<file path="src/rtl/seg_readback.sv">
`default_nettype none
// ============================================================================
// Module   : seg_readback
// Purpose  : Recovers the hex byte shown on a two-digit active-low 7-seg word,
//            committing only after STABLE_CYCLES identical valid samples.
// Revision : 1.0
// ============================================================================
module seg_readback #(
  parameter int STABLE_CYCLES = 4
) (
  input  logic        clk,
  input  logic        reset,
  input  logic        in_valid,
  input  logic [13:0] seg,
  output logic [7:0]  value,
  output logic        out_valid,
  output logic        blank,
  output logic        err
);

  localparam logic [3:0]  c_stable     = 4'(STABLE_CYCLES);
  localparam logic [13:0] c_blank_word = 14'h3FFF;

  logic [13:0] r_cand;
  logic [3:0]  r_cnt;
  logic [7:0]  r_value;
  logic        r_out_valid;
  logic        r_blank;
  logic        r_err;

  logic        w_match;
  logic        w_commit;
  logic [3:0]  w_cnt_next;
  logic        w_hi_ok;
  logic        w_lo_ok;
  logic [3:0]  w_hi_nib;
  logic [3:0]  w_lo_nib;

  // Returns {legal, nibble}; blank and illegal codes both report legal=0.
  function automatic logic [4:0] f_decode(input logic [6:0] code);
    case (code)
      7'h40:   return {1'b1, 4'h0};
      7'h79:   return {1'b1, 4'h1};
      7'h24:   return {1'b1, 4'h2};
      7'h30:   return {1'b1, 4'h3};
      7'h19:   return {1'b1, 4'h4};
      7'h12:   return {1'b1, 4'h5};
      7'h02:   return {1'b1, 4'h6};
      7'h78:   return {1'b1, 4'h7};
      7'h00:   return {1'b1, 4'h8};
      7'h10:   return {1'b1, 4'h9};
      7'h08:   return {1'b1, 4'hA};
      7'h03:   return {1'b1, 4'hB};
      7'h46:   return {1'b1, 4'hC};
      7'h21:   return {1'b1, 4'hD};
      7'h06:   return {1'b1, 4'hE};
      7'h0E:   return {1'b1, 4'hF};
      default: return 5'h00;
    endcase
  endfunction

  always_comb begin
    {w_hi_ok, w_hi_nib} = f_decode(seg[13:7]);
    {w_lo_ok, w_lo_nib} = f_decode(seg[6:0]);
  end

  // A restarted run counts as starting from zero, so with a threshold of one
  // every changed word commits even though the old count was already one.
  always_comb begin
    w_match    = (r_cnt != 4'd0) && (seg == r_cand);
    w_cnt_next = 4'd1;
    if (w_match) begin
      w_cnt_next = (r_cnt >= c_stable) ? c_stable : r_cnt + 4'd1;
    end
    w_commit = in_valid && (w_cnt_next == c_stable) &&
               (!w_match || (r_cnt < c_stable));
  end

  always_ff @(posedge clk or posedge reset) begin
    if (reset) begin
      r_cand      <= c_blank_word;
      r_cnt       <= 4'd0;
      r_value     <= 8'h00;
      r_out_valid <= 1'b0;
      r_blank     <= 1'b1;
      r_err       <= 1'b0;
    end else begin
      r_out_valid <= w_commit;
      if (in_valid) begin
        r_cand <= seg;
        r_cnt  <= w_cnt_next;
      end
      if (w_commit) begin
        if (w_hi_ok && w_lo_ok) begin
          r_value <= {w_hi_nib, w_lo_nib};
          r_blank <= 1'b0;
          r_err   <= 1'b0;
        end else if (seg == c_blank_word) begin
          r_blank <= 1'b1;
          r_err   <= 1'b0;
        end else begin
          r_blank <= 1'b0;
          r_err   <= 1'b1;
        end
      end
    end
  end

  assign value     = r_value;
  assign out_valid = r_out_valid;
  assign blank     = r_blank;
  assign err       = r_err;

endmodule
`default_nettype wire

</file>
<file path="config.mk">
export PLATFORM = sky130hd
export DESIGN_NAME = seg_readback
export DESIGN_NICKNAME = d
export VERILOG_FILES = /design/src/rtl/seg_readback.sv
export SDC_FILE = /design/constraint.sdc
export NUM_CORES = 1
export LEC_CHECK = 0
export CORE_MARGIN = 5
export CORE_UTILIZATION = 58
export CTS_CLUSTER_SIZE = 40
export DETAILED_ROUTE_END_ITERATION = 8
export HOLD_SLACK_MARGIN = 0.12
export PLACE_DENSITY = 0.81
export SLEW_MARGIN = 20
export SYNTH_ARGS = -nofsm -noshare
export SYNTH_HDL_FRONTEND = slang
export SYNTH_SLANG_ARGS = --single-unit
export TNS_END_PERCENT = 50
</file>
<file path="constraint.sdc">
create_clock -name clk -period 3.1 [get_ports clk]
set_clock_uncertainty 0.1 [all_clocks]
set_input_delay 0.62 -clock clk [delete_from_list [all_inputs] [get_ports clk]]
set_output_delay 0.62 -clock clk [all_outputs]
set_load 0.02 [all_outputs]
</file>
==> results of run 1 <==
## critical path, delay by kind of cell
kind            cells  cell delay [ns]
compound gates      3             0.75
buf+inv             1             0.62
simple gates        2             0.50
mux                 1             0.33
## where the power goes
part,switching (µW),internal [µW]
Sequential,12.3,411
Clock,133,193
Combinational,88.7,85.6
Total,234,689
## cell families after synthesis
logic type	share of synthesized area [%]
xor+xnor	6.97
mux	13.4
buf+inv	5.42
compound gates	14.2
simple gates	21.7
fa+ha+maj	1.25
flops	37.0
## per-stage QoR
stage,worst slack (ns),instances,power [µW],hold WS [ns],area (µm²)
2_1_floorplan,0.716,206,539,0.387,2010
3_3_place_gp,0.103,285,597,0.369,2420
3_5_place_dp,0.0421,285,603,0.373,2420
4_1_cts,0.393,293,933,0.410,2500
5_1_grt,0.242,293,975,0.429,2500
6_report,0.369,293,923,0.403,2500
## cells in the final DEF (no fill, tap or decap), types with 2 or more instances in the layout
cell type / count
buf_4: 23
or4_1: 2
mux2_2: 23
nor2_1: 13
nor4_1: 4
o21bai_1: 2
xor2_1: 13
clkdlybuf4s50_1: 27
o21ai_0: 6
dfrtp_1: 14
nor4b_1: 2
o22a_1: 2
o221ai_1: 2
a2111oi_0: 3
nand2_1: 17
a21oi_1: 7
dfstp_2: 15
nand4_1: 2
or3_1: 5
or3b_2: 2
clkbuf_4: 5
xnor2_1: 3
nand4b_1: 2
a31oi_1: 4
a211oi_1: 2
nor3_1: 7
nand2b_1: 5
inv_1: 4
ha_1: 2
nand3_1: 2
## layer usage
| metal | wire length [µm] | GRT usage (%) |
|---|---|---|
| met5 | 0 | 0 |
| met1 | 1900 | 25.7 |
| met2 | 2310 | 38.6 |
| met3 | 238 | 3.89 |
| met4 | 46 | 8.52 |
## area by class of cell
| class | count | area (µm²) | share of cell area (%) |
|---|---|---|---|
| clock inverter | 1 | 30.0 | 1.20 |
| multi-input combinational | 155 | 1160 | 46.2 |
| tap | 46 | 57.6 | 2.30 |
| sequential | 29 | 744 | 29.7 |
| timing repair buffer | 50 | 443 | 17.7 |
| inverter | 5 | 18.8 | 0.749 |
| clock buffer | 7 | 55.1 | 2.20 |
## registers in the layout, indices dropped and copies added (netlist names)
signal,flops
err,1
r_cand,14
blank,1
r_cnt,4
value,8
out_valid,1
## path summary, 6_finish.rpt
path                                  startpoint                      to
min in group asynchronous                  reset         err$_DFFE_PP0P_
max in group asynchronous                  reset  r_cand[12]$_DFFE_PP1P_
setup / recovery                          seg[1]    value[4]$_DFFE_PP0P_
hold reg to reg                  err$_DFFE_PP0P_         err$_DFFE_PP0P_
hold / removal                   err$_DFFE_PP0P_         err$_DFFE_PP0P_
setup reg to reg           r_cand[8]$_DFFE_PP1P_    value[4]$_DFFE_PP0P_
==> impl_metrics.xml, run 1 <==
<?xml version="1.0" encoding="UTF-8"?>
<metrics>
  <group name="grt">
    <metric name="grt_pass1_vias" unit="">1759</metric>
    <metric name="grt_antenna_before_repair" unit="">0</metric>
    <metric name="global_route.overflow_total" unit="">0</metric>
    <metric name="grt_use_total" unit="%">21.7</metric>
    <metric name="grt_max_degree" unit="">21</metric>
    <metric name="grt_pass1_wl" unit="µm">7690</metric>
  </group>
  <group name="logic_synthesis">
    <metric name="yosys.cell_count.top_type" unit="">mux2_2</metric>
    <metric name="postSynthAreaPerCell" unit="µm²">9.75</metric>
    <metric name="yosys_register_bits" unit="">29</metric>
    <metric name="syn_area" unit="mm²">0.00201</metric>
    <metric name="synthDistinctLibCells" unit="">54</metric>
    <metric name="synthTopCellsByArea" unit="">dfstp_2 (20%), dfrtp_1 (17%), mux2_2 (13%), xor2_1 (5.7%), nand2_1 (3.2%)</metric>
    <metric name="synth_top_area_share" unit="%">19.6</metric>
    <metric name="synth_top_cells_by_count" unit="">mux2_2 (23), nand2_1 (17), dfstp_2 (15)</metric>
    <metric name="syn-num-nets" unit="">225</metric>
    <metric name="async_flop_share" unit="%">100</metric>
    <metric name="synth_largest_area_cell" unit="">dfstp_2</metric>
    <metric name="synth_sequential_area_ratio" unit="%">37.0</metric>
    <metric name="ys_warn_count" unit="">0</metric>
    <metric name="post_synth_inst_count" unit="">206</metric>
    <metric name="ys_dominant_reg_cell" unit="">dfstp_2</metric>
    <metric name="synth-edff-count" unit="">0</metric>
  </group>
  <group name="final_layout">
    <metric name="area_growth" unit="%">24.7</metric>
    <metric name="ratio_of_cells_with_drive_above_1_in_the_final_layout" unit="%">31.6</metric>
    <metric name="nFillCells" unit="">260</metric>
    <metric name="number_of_nets_in_the_layout" unit="">265</metric>
    <metric name="post-route-util" unit="%">75.1</metric>
    <metric name="diodes" unit="">0</metric>
  </group>
  <group name="placed_design">
    <metric name="port-buffer-count" unit="">27</metric>
    <metric name="place.gp.congestion" unit="">0.888</metric>
    <metric name="hpwl" unit="µm">3510</metric>
  </group>
  <group name="critical_path">
    <metric name="worstPathMaxFanout" unit="">8</metric>
    <metric name="reg2reg_depth" unit="">6</metric>
    <metric name="ff2ff_setup_slack" unit="ns">0.88</metric>
    <metric name="worst_path_max_delay_cell" unit="">clkdlybuf4s50_1</metric>
    <metric name="setup.worst_path.end_class" unit="">register</metric>
    <metric name="worst-setup-path-type" unit="">in2reg</metric>
    <metric name="crit_path_start_kind" unit="">primary input</metric>
    <metric name="worst-endpoint-required" unit="ns">3.21</metric>
    <metric name="crit_path_max_incr_delay" unit="ns">0.62</metric>
    <metric name="crit_path_cell_trace" unit="">clkdlybuf4s50_1 &gt; or3b_1 &gt; a2111oi_0 &gt; a41oi_1 &gt; nand2_1 &gt; o221ai_2 &gt; mux2_2</metric>
    <metric name="crit_arrival" unit="ns">2.84</metric>
  </group>
  <group name="cts">
    <metric name="clock_sink_count" unit="">29</metric>
    <metric name="clock_tree.root_cell" unit="">clkbuf_4</metric>
    <metric name="clk_transition_reported_paths" unit="ns">0.09</metric>
    <metric name="clk_path_buf_depth" unit="">2</metric>
    <metric name="cts_post_setup_buffers_inserted" unit="">0</metric>
    <metric name="later_pin_clock_latency_in_the_skew_report" unit="ns">0.34</metric>
    <metric name="postCtsHoldBufs" unit="">0</metric>
    <metric name="h-tree-depth" unit="">2</metric>
    <metric name="tritoncts" unit="">done</metric>
    <metric name="tritoncts_buffer_count" unit="">5</metric>
    <metric name="ctsResizeCount" unit="">0</metric>
  </group>
  <group name="die">
    <metric name="core_region_area" unit="mm²">0.00334</metric>
    <metric name="placementRows" unit="">21</metric>
    <metric name="boundaryPins" unit="">28</metric>
    <metric name="die_area" unit="mm²">0.00474</metric>
    <metric name="die_height" unit="µm">68.9</metric>
    <metric name="die_w" unit="µm">68.9</metric>
    <metric name="starting_density" unit="%">60.2</metric>
  </group>
  <group name="detailed_routing">
    <metric name="wl" unit="µm">4490</metric>
    <metric name="drtAntennaViolNets" unit="">0</metric>
    <metric name="initialDrtViolationCount" unit="">75</metric>
    <metric name="drt_pre_antenna_iters" unit="">4</metric>
    <metric name="route.detailed.drc" unit="">0</metric>
    <metric name="wire_per_inst" unit="µm">15.3</metric>
    <metric name="vias" unit="">1731</metric>
    <metric name="avgViaCountPerCell" unit="">5.91</metric>
  </group>
  <group name="run">
    <metric name="cap_viol_max_count" unit="">0</metric>
  </group>
  <group name="worst_hold_path">
    <metric name="hold_crit_path_type" unit="">reg2reg</metric>
    <metric name="min_path_cells" unit="">2</metric>
  </group>
  <group name="sta">
    <metric name="timing.final.crit_period" unit="ns">2.73</metric>
    <metric name="fmaxAchievable" unit="MHz">366</metric>
    <metric name="finalMaxSlewViolations" unit="">0</metric>
    <metric name="period_share" unit="%">88.1</metric>
    <metric name="timing.final.hold_violations" unit="">0</metric>
    <metric name="setup_viol" unit="">0</metric>
    <metric name="slew_headroom" unit="%">68.4</metric>
    <metric name="tightestPinTransition" unit="ns">0.462</metric>
    <metric name="tns" unit="ns">0</metric>
    <metric name="grt_setup_unrepaired" unit="">false</metric>
  </group>
  <group name="power">
    <metric name="leakage" unit="µW">0.00101</metric>
    <metric name="power.density_cell_area" unit="mW/mm²">368</metric>
    <metric name="max-vdd-ir-drop" unit="mV">0.294</metric>
  </group>
  <group name="run_status">
    <metric name="status" unit="">complete, no violations</metric>
  </group>
</metrics>
No activity file was read; power rests on OpenSTA's default activity.
==> run 2, diff against run 1 <==
--- a/config.mk
+++ b/config.mk
@@ -7,7 +7,6 @@
 export LEC_CHECK = 0
 export CORE_MARGIN = 5
 export CORE_UTILIZATION = 58
-export CTS_CLUSTER_SIZE = 40
 export DETAILED_ROUTE_END_ITERATION = 8
 export HOLD_SLACK_MARGIN = 0.12
 export PLACE_DENSITY = 0.81
==> results of run 2 <==
The final DEF is identical to that of run 1; final timing and power are the same.
==> run 3, diff against run 2 <==
--- a/config.mk
+++ b/config.mk
@@ -5,6 +5,7 @@
 export SDC_FILE = /design/constraint.sdc
 export NUM_CORES = 1
 export LEC_CHECK = 0
+export ABC_AREA = 1
 export CORE_MARGIN = 5
 export CORE_UTILIZATION = 58
 export DETAILED_ROUTE_END_ITERATION = 8
==> impl_metrics.xml, run 3 <==
<?xml version="1.0" encoding="UTF-8"?>
<metrics>
  <group name="run">
    <metric name="cap_viol_max_count" unit="">0</metric>
  </group>
  <group name="detailed_routing">
    <metric name="vias" unit="">2023</metric>
    <metric name="drt_pre_antenna_iters" unit="">5</metric>
    <metric name="drtAntennaViolNets" unit="">0</metric>
    <metric name="wl" unit="µm">4590</metric>
    <metric name="wire_per_inst" unit="µm">11.2</metric>
    <metric name="initialDrtViolationCount" unit="">165</metric>
    <metric name="route.detailed.drc" unit="">0</metric>
    <metric name="avgViaCountPerCell" unit="">4.96</metric>
  </group>
  <group name="placed_design">
    <metric name="hpwl" unit="µm">3670</metric>
    <metric name="place.gp.congestion" unit="">1.06</metric>
    <metric name="port-buffer-count" unit="">27</metric>
  </group>
  <group name="die">
    <metric name="die_height" unit="µm">69.4</metric>
    <metric name="die_area" unit="mm²">0.00481</metric>
    <metric name="core_region_area" unit="mm²">0.00336</metric>
    <metric name="boundaryPins" unit="">28</metric>
    <metric name="die_w" unit="µm">69.4</metric>
    <metric name="placementRows" unit="">21</metric>
    <metric name="starting_density" unit="%">60.8</metric>
  </group>
  <group name="grt">
    <metric name="grt_antenna_before_repair" unit="">0</metric>
    <metric name="global_route.overflow_total" unit="">0</metric>
    <metric name="grt_max_degree" unit="">31</metric>
    <metric name="grt_use_total" unit="%">20.3</metric>
    <metric name="grt_pass1_vias" unit="">1894</metric>
    <metric name="grt_pass1_wl" unit="µm">8180</metric>
  </group>
  <group name="sta">
    <metric name="fmaxAchievable" unit="MHz">422</metric>
    <metric name="setup_viol" unit="">0</metric>
    <metric name="period_share" unit="%">76.5</metric>
    <metric name="finalMaxSlewViolations" unit="">0</metric>
    <metric name="timing.final.hold_violations" unit="">0</metric>
    <metric name="tns" unit="ns">0</metric>
    <metric name="timing.final.crit_period" unit="ns">2.37</metric>
    <metric name="tightestPinTransition" unit="ns">0.359</metric>
    <metric name="slew_headroom" unit="%">76.1</metric>
    <metric name="grt_setup_unrepaired" unit="">false</metric>
  </group>
  <group name="run_status">
    <metric name="status" unit="">complete, no violations</metric>
  </group>
  <group name="logic_synthesis">
    <metric name="synth_largest_area_cell" unit="">nand2_1</metric>
    <metric name="yosys_register_bits" unit="">29</metric>
    <metric name="postSynthAreaPerCell" unit="µm²">6.23</metric>
    <metric name="mux_share_of_post_synthesis_cell_area" unit="%">0</metric>
    <metric name="synth_compound_gate_area_share" unit="%">5.45</metric>
    <metric name="ys_warn_count" unit="">0</metric>
    <metric name="ys_dominant_reg_cell" unit="">dfstp_2</metric>
    <metric name="yosys.cell_count.top_type" unit="">nand2_1</metric>
    <metric name="largest_family_of_logic_cells_by_synthesized_area" unit="">simple AND/OR/NAND/NOR gates</metric>
    <metric name="synth_sequential_area_ratio" unit="%">36.4</metric>
    <metric name="syn_area" unit="mm²">0.00204</metric>
    <metric name="synthDistinctLibCells" unit="">26</metric>
    <metric name="synth-edff-count" unit="">0</metric>
    <metric name="post_synth_inst_count" unit="">328</metric>
    <metric name="syn-num-nets" unit="">347</metric>
    <metric name="synthAdderAreaFrac" unit="%">1.22</metric>
    <metric name="async_flop_share" unit="%">100</metric>
    <metric name="synth_top_area_share" unit="%">25.2</metric>
    <metric name="synthTopCellsByArea" unit="">nand2_1 (25%), dfstp_2 (19%), dfrtp_1 (17%), nor2_1 (10%), inv_1 (5.9%)</metric>
    <metric name="synth_simple_gate_area_share" unit="%">48.0</metric>
    <metric name="post_synth_xor_area_fraction" unit="%">0.857</metric>
    <metric name="synth_top_cells_by_count" unit="">nand2_1 (137), nor2_1 (55), inv_1 (32)</metric>
  </group>
  <group name="critical_path">
    <metric name="setup.worst_path.end_class" unit="">register</metric>
    <metric name="worst-setup-path-type" unit="">in2reg</metric>
    <metric name="worstPathMaxFanout" unit="">9</metric>
    <metric name="crit_arrival" unit="ns">2.49</metric>
    <metric name="worst-endpoint-required" unit="ns">3.21</metric>
    <metric name="crit_path_start_kind" unit="">primary input</metric>
  </group>
  <group name="cts">
    <metric name="later_pin_clock_latency_in_the_skew_report" unit="ns">0.33</metric>
    <metric name="h-tree-depth" unit="">2</metric>
    <metric name="ctsResizeCount" unit="">0</metric>
    <metric name="clk_transition_reported_paths" unit="ns">0.09</metric>
    <metric name="clock_tree.root_cell" unit="">clkbuf_4</metric>
    <metric name="tritoncts" unit="">done</metric>
    <metric name="postCtsHoldBufs" unit="">0</metric>
    <metric name="clock_sink_count" unit="">29</metric>
    <metric name="cts_post_setup_buffers_inserted" unit="">0</metric>
    <metric name="clk_path_buf_depth" unit="">2</metric>
    <metric name="tritoncts_buffer_count" unit="">5</metric>
  </group>
  <group name="final_layout">
    <metric name="ratio_of_cells_with_drive_above_1_in_the_final_layout" unit="%">11.3</metric>
    <metric name="post-route-util" unit="%">73.2</metric>
    <metric name="area_growth" unit="%">20.4</metric>
    <metric name="final_common_cell" unit="">nand2_1</metric>
    <metric name="number_of_nets_in_the_layout" unit="">380</metric>
    <metric name="mostFrequentLayoutCells" unit="">nand2_1 (137), nor2_1 (55), inv_1 (32)</metric>
    <metric name="nFillCells" unit="">319</metric>
    <metric name="ff_latch_area" unit="µm²">744</metric>
    <metric name="largest_register_ff_count" unit="">14</metric>
    <metric name="top_register" unit="">r_cand</metric>
    <metric name="multi_input_area" unit="mm²">0.00113</metric>
    <metric name="diodes" unit="">0</metric>
  </group>
  <group name="power">
    <metric name="power.density_cell_area" unit="mW/mm²">363</metric>
    <metric name="max-vdd-ir-drop" unit="mV">0.327</metric>
    <metric name="leakage" unit="µW">0.00135</metric>
    <metric name="design_power_total" unit="µW">892</metric>
  </group>
  <group name="worst_hold_path">
    <metric name="hold_crit_path_type" unit="">reg2reg</metric>
  </group>
</metrics>
-- run 3: cell count changes after synthesis, sizes merged, moves of 6 or more --
cell / previous run / this run
xor2: 13 / 1
a21oi: 8 / 2
o21ai: 6 / 16
mux2: 23 / 0
nand3: 2 / 14
nand2: 17 / 138
nor2: 13 / 59
buf: 11 / 0
inv: 5 / 41
-- run 3: final timing paths --
kind	startpoint	slack, ns	cells past startpoint	to
setup / recovery	seg[13]	0.73	12	value[3]$_DFFE_PP0P_
min in group asynchronous	reset	0.56	3	value[1]$_DFFE_PP0P_
setup reg to reg	r_cand[5]$_DFFE_PP1P_	1.20	11	value[3]$_DFFE_PP0P_
hold reg to reg	value[2]$_DFFE_PP0P_	0.37	2	value[2]$_DFFE_PP0P_
max in group asynchronous	reset	2.02	3	r_cand[8]$_DFFE_PP1P_
hold / removal	value[2]$_DFFE_PP0P_	0.37	2	value[2]$_DFFE_PP0P_
-- run 3: final cells by class --
cell class	instances	share of cell area (%)
well taps	46	2.34
clock buffers	7	2.24
inverters	41	6.25
flip-flops and latches	29	30.2
clock inverters	1	1.22
multi-input cells	255	46.1
repair buffers	29	11.6
-- run 3: power breakdown --
part | internal [µW] | switching (µW)
logic | 53.7 | 95.6
clock network | 193 | 135
registers | 407 | 8.46
-- run 3: metal layers --
| layer | routed length [µm] | global-route usage [%] |
|---|---|---|
| met4 | 36 | 5.86 |
| met1 | 2150 | 26.8 |
| met2 | 2140 | 33.6 |
| met3 | 265 | 4.20 |
| met5 | 0 | 0 |
-- run 3: cells by family (layout without fill, tap and decap cells) --
kind of cell,after synthesis,after routing
compound gates,20,20
buf+inv,44,78
fa+ha+maj,2,2
xor+xnor,2,2
simple gates,231,231
flops,29,29
-- run 3: metrics by stage --
step           hold WS [ns]  instances  area, µm²  setup WS [ns]
2_1_floorplan         0.351        328       2040           1.20
3_3_place_gp          0.361        400       2380          0.401
3_5_place_dp          0.357        400       2380          0.387
4_1_cts               0.379        408       2460          0.728
5_1_grt               0.401        408       2460          0.512
6_report              0.375        408       2460          0.728
-- run 3: worst max-delay path, cell delays in order --
cell,delay (ns)
clkdlybuf4s50_1,0.62
inv_2,0.09
nor2_1,0.27
nand3_1,0.16
nand2_1,0.11
nor2_1,0.06
nand3_1,0.13
nand2_4,0.11
nor2_8,0.14
inv_2,0.07
nand2_1,0.06
nand2_1,0.04
==> edit (config.mk and constraints of run 2) <==
Reset style: synchronous (`reset`), changed in one clocked block.
--- a/src/rtl/seg_readback.sv
+++ b/src/rtl/seg_readback.sv
@@ -76,7 +76,7 @@
                (!w_match || (r_cnt < c_stable));
   end
 
-  always_ff @(posedge clk or posedge reset) begin
+  always_ff @(posedge clk) begin
     if (reset) begin
       r_cand      <= c_blank_word;
       r_cnt       <= 4'd0;
Function: differs if reset is asserted again (counterexample within 10 cycles, from zero or initial values and one cycle with reset high); with reset held inactive, the same outputs for 10 cycles.
==> edit against run 2 <==
Hold slack got worse by 34 ps. Final area increased by 1.6%. Total power shrank 1.4%. Wire length increased by 5.2%. Largest cell class unchanged. Fmax decreased by 2.1%. Count of clock-buffer cells in the layout decreased by 1. Synthesized area up 1.4%. Critical endpoint is now value[1]. Setup slack worse by 60 ps. Global-route usage fell by 1.4 points. Sequential cell count did not move. Highest routed layer unchanged. Sequential power decreased by 7.3%.
==> edit: results (changes against run 2) <==
Total number of nets in the final design: 289 (was 265). Most common library cells after synthesis: sky130_fd_sc_hd__dfxtp_1, sky130_fd_sc_hd__nand2_1, sky130_fd_sc_hd__a21oi_1, sky130_fd_sc_hd__mux2i_1, sky130_fd_sc_hd__xor2_1 (was sky130_fd_sc_hd__mux2_2, sky130_fd_sc_hd__nand2_1, sky130_fd_sc_hd__dfstp_2). The global routing usage summed across all routing layers was 20.30% (was 21.69%); the post-placement cell area was 0.002457 mm² (was 0.002420 mm²).

The fraction of final layout cells with drive strength greater than 1 was 18.45% (was 31.58%). The run finished with clean final reports. The detailed-placement wirelength estimate is 3601 µm (was 3515 µm), and the share of async-settable or async-resettable flops after synthesis is 0% (was 100.0%).

Weighted congestion at the end of routability-driven global placement: 0.9518 (was 0.8882). The number of distinct library cell variants in the gate-level netlist after synthesis was 62 (was 54). The register containing the most flip-flops in the final layout is r_cand (unchanged). Met2 routed wirelength: 2362 µm (was 2305 µm). Post-place setup slack: -37.72 ps (was 42.14 ps). The global-route wire length before repair is 8148 µm (was 7693 µm), and the number of vias per cell after detailed routing is 6.022 (was 5.908). The tools report the number of nets produced by synthesis as 249 (was 225). The leakage power of the design was 0.9357 nW (was 1.013 nW); the delay of the slowest critical-path stage was 600 ps (was 620 ps).

The net load switching power came out at 0.0002480 W (was 0.0002339 W). Dominant cells by area after synthesis: sky130_fd_sc_hd__dfxtp_1, sky130_fd_sc_hd__mux2i_1, sky130_fd_sc_hd__xor2_1 (was sky130_fd_sc_hd__dfstp_2, sky130_fd_sc_hd__dfrtp_1, sky130_fd_sc_hd__mux2_2). The logs give 270 (was 260) for the fill cell instance count of the final layout and 1846 (was 1759) for the number of global-route vias before repair.

Dominant synthesized flop cell: sky130_fd_sc_hd__dfxtp_1 (was sky130_fd_sc_hd__dfstp_2). The critical path arrival is 2930 ps (was 2840 ps), and the sequential area share after synthesis is 28.48% (was 37.05%). The largest fanout on the critical path is 12 (was 8).

Setup slack of the critical path after layout: 308.9 ps (was 368.6 ps). The logs give 340 ps (about the same) for the insertion delay of the later-clocked pin in the worst-skew pair and 0.3984 mV (was 0.2941 mV) for the worst-case vdd ir drop. The DRC marker count from the first detailed-route iteration is 181 (was 75), and the post-route met1 wirelength is 1940 µm (was 1900 µm).
[edit: routing by layer]
layer / up-vias / GRT usage, %
li1: 941 / -
met1: 892 / 24.82
met2: 69 / 34.43
met3: 7 / 6.522
met4: 0 / 4.772
met5: - / 0
[edit: path summary, 6_finish.rpt]
check / end / slack [ps] / cells past startpoint / from
max reg2reg: value[1] / 870 / 7 / r_cnt[0]
min: err / 370 / 2 / err
min reg2reg: err / 370 / 2 / err
max: value[1] / 310 / 8 / seg[12]
[edit: final cells by class]
cell class,count,area [µm²],share of cell area [%]
clock buffers,6,51.30,2.015
clock inverters,2,37.54,1.474
inverters,6,22.52,0.8845
multi-input cells,173,1304,51.20
flip-flops and latches,29,580.6,22.80
well taps,46,57.56,2.260
repair buffers,55,493.0,19.36
[edit: per-stage QoR]
step           hold WS [ps]  utilization, %  instances  total power, W
2_1_floorplan         361.8               -        230       0.0005164
3_3_place_gp          349.6           73.07        309       0.0005765
3_5_place_dp          361.0           73.07        309       0.0005800
4_1_cts               374.1           75.71        317       0.0009146
5_1_grt               410.9           75.71        317       0.0009577
6_report              368.5           75.71        317       0.0009094
[edit: cell families after synthesis]
family                   after synthesis  share of synthesized area (%)
flip-flops                            29                          28.48
XOR/XNOR                              16                          7.244
adder cells (fa/ha/maj)                2                          1.228
AO/OA/AOI/OAI                         52                          21.12
AND/OR/NAND/NOR                       86                          25.91
multiplexers                          17                          8.471
buffers and inverters                 28                          7.551
[edit: power groups by stage]
stage / clock (W) / sequential [W] / combinational, W
detailed placement: 0 / 0.000401 / 0.000179
finish: 0.000336 / 0.000392 / 0.000181
global placement: 0 / 0.000400 / 0.000177
global route: 0.000367 / 0.000394 / 0.000197
floorplan: 0 / 0.000399 / 0.000117
CTS: 0.000342 / 0.000392 / 0.000180
[edit: worst reg2reg max path, delay by kind of cell (launching register included)]
family	cells	cell delay, ps
compound gates	3	680
flops	1	360
buf+inv	1	80
fa+ha+maj	1	240
simple gates	2	670
